<file path="config.mk">
export PLATFORM = sky130hd
export DESIGN_NAME = score_counter
export DESIGN_NICKNAME = d
export VERILOG_FILES = /design/src/rtl/score_counter.sv
export SDC_FILE = /design/constraint.sdc
export NUM_CORES = 1
export LEC_CHECK = 0
export CAP_MARGIN = 0
export CORE_MARGIN = 4
export CORE_UTILIZATION = 57
export DETAILED_ROUTE_END_ITERATION = 8
export PLACE_DENSITY_LB_ADDON = 0.05
export SETUP_SLACK_MARGIN = 0.02
export SLEW_MARGIN = 20
export SYNTH_ARGS = -nofsm -noshare
export SYNTH_HDL_FRONTEND = slang
export SYNTH_SLANG_ARGS = --single-unit
</file>
<file path="constraint.sdc">
create_clock -name clk -period 5.2 [get_ports clk]
set_clock_uncertainty 0.15 [all_clocks]
set_input_delay 0.78 -clock clk [delete_from_list [all_inputs] [get_ports clk]]
set_output_delay 0.78 -clock clk [all_outputs]
set_load 0.01 [all_outputs]
</file>
<file path="src/rtl/score_counter.sv">
// score_counter: queues BCD point events and folds them one digit per cycle
// into a shadow score, then commits all four displayed digits on one edge.
//
// Handshake: an event is taken on a rising clk edge when add_valid=1 and
// add_ready=1 (and clear=0); add_valid with add_ready=0 is lost and sets
// the sticky dropped flag. add_valid is a strobe, not held until ready.
module score_counter #(
  parameter int FIFO_DEPTH = 4
) (
  input  logic       clk,
  input  logic       resetN,
  input  logic       clear,
  input  logic       add_valid,
  input  logic [3:0] add_ones,
  input  logic [3:0] add_tens,
  output logic       add_ready,
  output logic [4:0] ones,
  output logic [4:0] tens,
  output logic [4:0] hundreds,
  output logic [4:0] thousands,
  output logic       busy,
  output logic       saturated,
  output logic       dropped,
  output logic [2:0] state_dbg
);

  localparam int PW = $clog2(FIFO_DEPTH);
  localparam int CW = PW + 1;

  typedef enum logic [2:0] {
    S_IDLE, S_LOAD, S_ADD0, S_ADD1, S_ADD2, S_ADD3, S_COMMIT
  } state_t;

  state_t state_q, state_d;

  logic [7:0]    mem_q [FIFO_DEPTH];
  logic [PW-1:0] wr_ptr_q, rd_ptr_q;
  logic [CW-1:0] count_q, count_d;
  logic          push, pop;
  logic [7:0]    head;

  logic [1:0][3:0] op_q, op_d;
  logic [3:0][3:0] sh_q, sh_d;
  logic [3:0][3:0] dig_q, dig_d;
  logic            carry_q, carry_d;
  logic            ovf_q, ovf_d;
  logic            sat_q, sat_d;
  logic            drop_q, drop_d;

  logic [1:0] add_idx;
  logic       add_en;
  logic [3:0] opnd;
  logic [4:0] sum;
  logic [3:0] digit;
  logic       cout;

  function automatic logic [3:0] clamp9(input logic [3:0] d);
    return (d > 4'd9) ? 4'd9 : d;
  endfunction

  assign add_ready = (count_q != CW'(FIFO_DEPTH));
  assign busy      = (state_q != S_IDLE) || (count_q != '0);
  assign push      = add_valid && add_ready && !clear;
  assign pop       = (state_q == S_LOAD) && !clear;
  assign head      = mem_q[rd_ptr_q];

  assign ones      = {1'b0, dig_q[0]};
  assign tens      = {1'b0, dig_q[1]};
  assign hundreds  = {1'b0, dig_q[2]};
  assign thousands = {1'b0, dig_q[3]};
  assign saturated = sat_q;
  assign dropped   = drop_q;
  assign state_dbg = state_q;

  // Event storage; contents need no reset because count gates every read.
  always_ff @(posedge clk) begin
    if (push) mem_q[wr_ptr_q] <= {clamp9(add_tens), clamp9(add_ones)};
  end

  // Occupancy follows push/pop; simultaneous push and pop leave it unchanged.
  always_comb begin
    count_d = count_q;
    case ({push, pop})
      2'b10:   count_d = count_q + CW'(1);
      2'b01:   count_d = count_q - CW'(1);
      default: count_d = count_q;
    endcase
  end

  // FIFO pointers and count; clear flushes the queue.
  always_ff @(posedge clk or negedge resetN) begin
    if (!resetN) begin
      wr_ptr_q <= '0;
      rd_ptr_q <= '0;
      count_q  <= '0;
    end else if (clear) begin
      wr_ptr_q <= '0;
      rd_ptr_q <= '0;
      count_q  <= '0;
    end else begin
      if (push) wr_ptr_q <= wr_ptr_q + PW'(1);
      if (pop)  rd_ptr_q <= rd_ptr_q + PW'(1);
      count_q <= count_d;
    end
  end

  // Sequencer: load one event, add four digits, commit, then wait again.
  always_comb begin
    state_d = state_q;
    case (state_q)
      S_IDLE:   if (count_q != '0) state_d = S_LOAD;
      S_LOAD:   state_d = S_ADD0;
      S_ADD0:   state_d = S_ADD1;
      S_ADD1:   state_d = S_ADD2;
      S_ADD2:   state_d = S_ADD3;
      S_ADD3:   state_d = S_COMMIT;
      S_COMMIT: state_d = S_IDLE;
      default:  state_d = S_IDLE;
    endcase
    if (clear) state_d = S_IDLE;
  end

  // State register.
  always_ff @(posedge clk or negedge resetN) begin
    if (!resetN) state_q <= S_IDLE;
    else         state_q <= state_d;
  end

  // BCD datapath: one digit per ADD state, shadow copy kept off the outputs.
  always_comb begin
    op_d    = op_q;
    sh_d    = sh_q;
    dig_d   = dig_q;
    carry_d = carry_q;
    ovf_d   = ovf_q;
    sat_d   = sat_q;
    drop_d  = drop_q;
    add_idx = 2'd0;
    add_en  = 1'b0;
    case (state_q)
      S_ADD0:  begin add_en = 1'b1; add_idx = 2'd0; end
      S_ADD1:  begin add_en = 1'b1; add_idx = 2'd1; end
      S_ADD2:  begin add_en = 1'b1; add_idx = 2'd2; end
      S_ADD3:  begin add_en = 1'b1; add_idx = 2'd3; end
      default: begin add_en = 1'b0; add_idx = 2'd0; end
    endcase
    // Event amounts only cover ones and tens; upper digits add carry only.
    opnd = add_idx[1] ? 4'd0 : op_q[add_idx[0]];
    sum  = {1'b0, sh_q[add_idx]} + {1'b0, opnd} + {4'd0, carry_q};
    if (sum > 5'd9) begin
      digit = sum[3:0] - 4'd10;
      cout  = 1'b1;
    end else begin
      digit = sum[3:0];
      cout  = 1'b0;
    end

    if (state_q == S_LOAD) begin
      op_d    = head;
      sh_d    = dig_q;
      carry_d = 1'b0;
      ovf_d   = 1'b0;
    end
    if (add_en) begin
      sh_d[add_idx] = digit;
      carry_d       = cout;
      if (state_q == S_ADD3 && cout) ovf_d = 1'b1;
    end
    if (state_q == S_COMMIT) begin
      if (ovf_q || sat_q) begin
        dig_d = {4'd9, 4'd9, 4'd9, 4'd9};
        sat_d = 1'b1;
      end else begin
        dig_d = sh_q;
      end
    end
    if (add_valid && !add_ready) drop_d = 1'b1;
    if (clear) begin
      dig_d  = '0;
      sat_d  = 1'b0;
      drop_d = 1'b0;
    end
  end

  // Datapath registers.
  always_ff @(posedge clk or negedge resetN) begin
    if (!resetN) begin
      op_q    <= '0;
      sh_q    <= '0;
      dig_q   <= '0;
      carry_q <= 1'b0;
      ovf_q   <= 1'b0;
      sat_q   <= 1'b0;
      drop_q  <= 1'b0;
    end else begin
      op_q    <= op_d;
      sh_q    <= sh_d;
      dig_q   <= dig_d;
      carry_q <= carry_d;
      ovf_q   <= ovf_d;
      sat_q   <= sat_d;
      drop_q  <= drop_d;
    end
  end

endmodule

</file>
==> summary.md <==
| Metric | Value |
|---|---|
| Combined buffer and inverter count along the critical path | `3` |
| Sequential cell area fraction in the yosys report | `54.1%` |
| Synthesized flop and latch total | `86` |
| Unrepaired setup endpoints after global routing | `no` |
| Final Max Slew Viols | `0` |
| Clock latency of the later-clocked register in the worst-skew pair | `0.36 ns` |
| Endpoint class of the critical path | `register` |
| Final-stage net count | `439` |
| Peak supply drop | `241 uV` |
| Row cnt | `31` |
| Port bufs | `34` |
| Detail Route Antenna Nets | `0` |
| Dominant register cell in the synthesized netlist | `sky130_fd_sc_hd__dfrtp_1` |
| Number of flops mapped to enable cells by yosys | `32` |
| Class of the most critical hold timing path | `reg -> reg` |
| Avg Synthesized Cell Area | `11.1 um^2` |
| Largest net degree at the start of global routing | `55` |
| Total routed wirelength | `8.51 mm` |
| Final setup vio count | `0` |
| Final TNS setup | `0 ns` |
| Outcome | `finished, final reports clean` |
| Vias | `2930` |
| Number of antenna repair diodes | `0` |
| Root Buffer Master | `sky130_fd_sc_hd__clkbuf_8` |
| Layout fillers | `568` |
| Hold buffers post-CTS | `0` |
| Final count of hold timing violations | `0` |
| Via count of the first global-routing pass | `2925` |
| FMAX | `240 MHz` |
| Core Box Area | `0.00725 mm^2` |
| Per-cell routed wire length | `16.4 um` |
| Post-synthesis instance area | `0.00427 mm^2` |
| Pwr per Cell Area | `492 mW/mm^2` |
| Worst Path Arrival | `4.24 ns` |
| Post-route DRC violation count | `0` |
| Clock Sinks | `86` |
| Leakage dissipation | `1.99 nW` |
| Via density | `5.66` |
| Part of the cycle the worst path needs | `80.3%` |
| Cell at the slowest stage of the critical path | `sky130_fd_sc_hd__dfrtp_1` |
| Worst setup slack for register-to-register paths | `1.03 ns` |
| Initial DRC count | `133` |
| Gates resized, CTS repair | `0` |
| Proportion of register bits with asynchronous set or reset after synthesis | `62.8%` |
| Area growth syn-to-layout | `12.8%` |
| Most Frequent Cell on Critical Path | `sky130_fd_sc_hd__inv_1` |
| Tot GR Track Use | `21.2%` |
| Horizontal extent of the die | `94.6 um` |
| Crit path cell chain | `inv_1 > ha_1 > nand3_1 > o21ai_0 > fa_1 > inv_1 > fa_1 > xor2_1 > inv_1 > ha_1 > nand2_1 > o31ai_4 > a2111oi_0 > o21bai_2 > a21oi_1` |
| Buffers from clock root to sink, at most | `2` |
| Number of maximum-capacitance violations | `0` |
| Fraction of layout cells with a size suffix above 1 | `9.31%` |
| Final weighted congestion in routability-driven placement | `0.857` |
| Worst-path maximum fanout | `17` |
| Final core utilization | `66.4%` |
| Total Die Area | `0.00894 mm^2` |
| Die extent in y | `94.6 um` |
| Pre-Repair DR Iteration Count | `4` |
| Wire length of the first global-routing pass | `14.7 mm` |
| Boundary pin count | `39` |
| Final Critical Period | `4.17 ns` |
| Clock buffers created by TritonCTS | `9` |
| Area after detailed placement | `0.00463 mm^2` |
| Syn Inst Count | `386` |
| Total non-filler cell area in the finished layout | `0.00482 mm^2` |
| Longest individual stage delay on the worst path | `0.52 ns` |
| Number of antenna violations at the first check in global routing | `0` |
| Cell family with most CP delay | `adder cells` |
| Slew at the pin with the worst max-slew slack | `0.726 ns` |
| Aggregate global routing overflow | `0` |
| Crit path required time | `5.27 ns` |
| Initial core utilization | `58.9%` |
| Normalized max-slew margin | `51.4%` |
| TritonCTS clock tree | `done` |
| Register clock-pin slew on the reported worst setup and hold paths | `0.09 ns` |
| Synth warnings | `0` |
| Final HPWL DP | `6.03 mm` |
| CP startpoint kind | `register` |
| Number of buffers inserted by post-CTS setup repair | `0` |
| Category of the most critical setup path | `reg -> reg` |
| Number of unique standard cell types used by synthesis | `55` |
| Number of levels the H-tree was split into | `3` |
[synth_stat cells (3+ instances only)]
library cell               number  area (um^2)
sky130_fd_sc_hd__mux2i_1        6         60.1
sky130_fd_sc_hd__a211oi_1      12         90.1
sky130_fd_sc_hd__nand3_1        8         40.0
sky130_fd_sc_hd__mux4_2         8          180
sky130_fd_sc_hd__nand3b_1       3         22.5
sky130_fd_sc_hd__a21oi_1       23          115
sky130_fd_sc_hd__and2_0         3         18.8
sky130_fd_sc_hd__dfrtp_1       54         1350
sky130_fd_sc_hd__or3_1          3         18.8
sky130_fd_sc_hd__edfxtp_1      32          961
sky130_fd_sc_hd__inv_1         12         45.0
sky130_fd_sc_hd__nor2_1        25         93.8
sky130_fd_sc_hd__and2_1        13         81.3
sky130_fd_sc_hd__o21ai_0       14         70.1
sky130_fd_sc_hd__buf_6          4         45.0
sky130_fd_sc_hd__clkbuf_1       9         33.8
sky130_fd_sc_hd__nor2b_1        4         25.0
sky130_fd_sc_hd__xor2_1         4         35.0
sky130_fd_sc_hd__buf_2          6         30.0
sky130_fd_sc_hd__and3_1         4         25.0
sky130_fd_sc_hd__and3b_1        3         26.3
sky130_fd_sc_hd__nand2_1       69          259
sky130_fd_sc_hd__fa_1           3         60.1
sky130_fd_sc_hd__ha_1          10          125
sky130_fd_sc_hd__xnor2_1        4         35.0
sky130_fd_sc_hd__buf_4          4         30.0
sky130_fd_sc_hd__a22o_1         9         78.8
[state kept, by name, summed over array words and instances, names as in the netlist, 2 cells and up]
name,count
mem_q,32
sh_q,16
op_q,8
hundreds,4
ones,4
tens,4
thousands,4
count_q,3
state_dbg,3
rd_ptr_q,2
wr_ptr_q,2
[stage by stage]
stage | setup WS (ns) | total power [W] | hold slack, ns | instances
finish | 1.03 | 0.00237 | 0.337 | 518
detailed placement | 1.05 | 0.00193 | 0.316 | 502
global placement | 1.23 | 0.00191 | 0.312 | 502
global route | 0.637 | 0.00256 | 0.383 | 518
CTS | 1.07 | 0.00238 | 0.341 | 518
floorplan | 1.27 | 0.00168 | 0.296 | 389
[worst min-delay path: stages (launching register included)]
cell and delay [ns]:
sky130_fd_sc_hd__dfrtp_1 0.36, sky130_fd_sc_hd__nand2_1 0.05, sky130_fd_sc_hd__nand2_1 0.05
[layout by cell type (no fill, tap or decap), drive strengths merged, types with 10 or more instances in the layout]
| master | Yosys | final |
|---|---|---|
| ha | 10 | 10 |
| a21oi | 23 | 23 |
| o21ai | 14 | 14 |
| nand2 | 70 | 70 |
| and2 | 16 | 16 |
| dfrtp | 54 | 54 |
| edfxtp | 32 | 32 |
| a211oi | 13 | 13 |
| clkdlybuf4s50 | 0 | 33 |
| inv | 12 | 16 |
| nor2 | 25 | 25 |
[where the power goes]
part           total [W]  internal [W]  switching, W
sequential      0.000885      0.000793     0.0000911
clock           0.000459      0.000186      0.000273
combinational    0.00103      0.000412      0.000617
[cells by family after synthesis]
| kind of cell | share of synthesized area (%) |
|---|---|
| muxes | 5.63 |
| DFF | 54.1 |
| AOI/OAI and AO/OA | 12.9 |
| buffers and inverters | 4.39 |
| xor gates and xnor gates | 1.64 |
| and+or+nand+nor | 16.9 |
| other | 0.0878 |
| adders and majority gates | 4.34 |
[final cells by class]
class	count	area, um^2	area share [%]
Clock buffer	9	124	2.57
Multi-Input combinational cell	267	1780	37.0
Clock inverter	7	66.3	1.38
Inverter	12	45.0	0.935
Timing Repair Buffer	38	365	7.58
Sequential cell	86	2310	48.0
Tap cell	99	124	2.57
[layer usage]
layer	part of all wire (%)	wire length [um]	track usage, %	up-vias
li1	-	-	-	1412
met3	4.1	348	3.51	19
met4	2.2	185	8.17	0
met1	44	3780	28.8	1431
met5	0	0	0	-
met2	49	4200	34.5	68
[final timing paths]
kind                                to          from  cells after the start
min                            op_q[5]       op_q[5]                      2
max reg2reg                    sh_q[7]  state_dbg[1]                     15
min reg2reg                    op_q[5]       op_q[5]                      2
max in group asynchronous  rd_ptr_q[0]        resetN                      2
min in group asynchronous      tens[3]        resetN                      2
max                            sh_q[7]  state_dbg[1]                     15
Note: power is estimated with default switching activity, not from simulation.
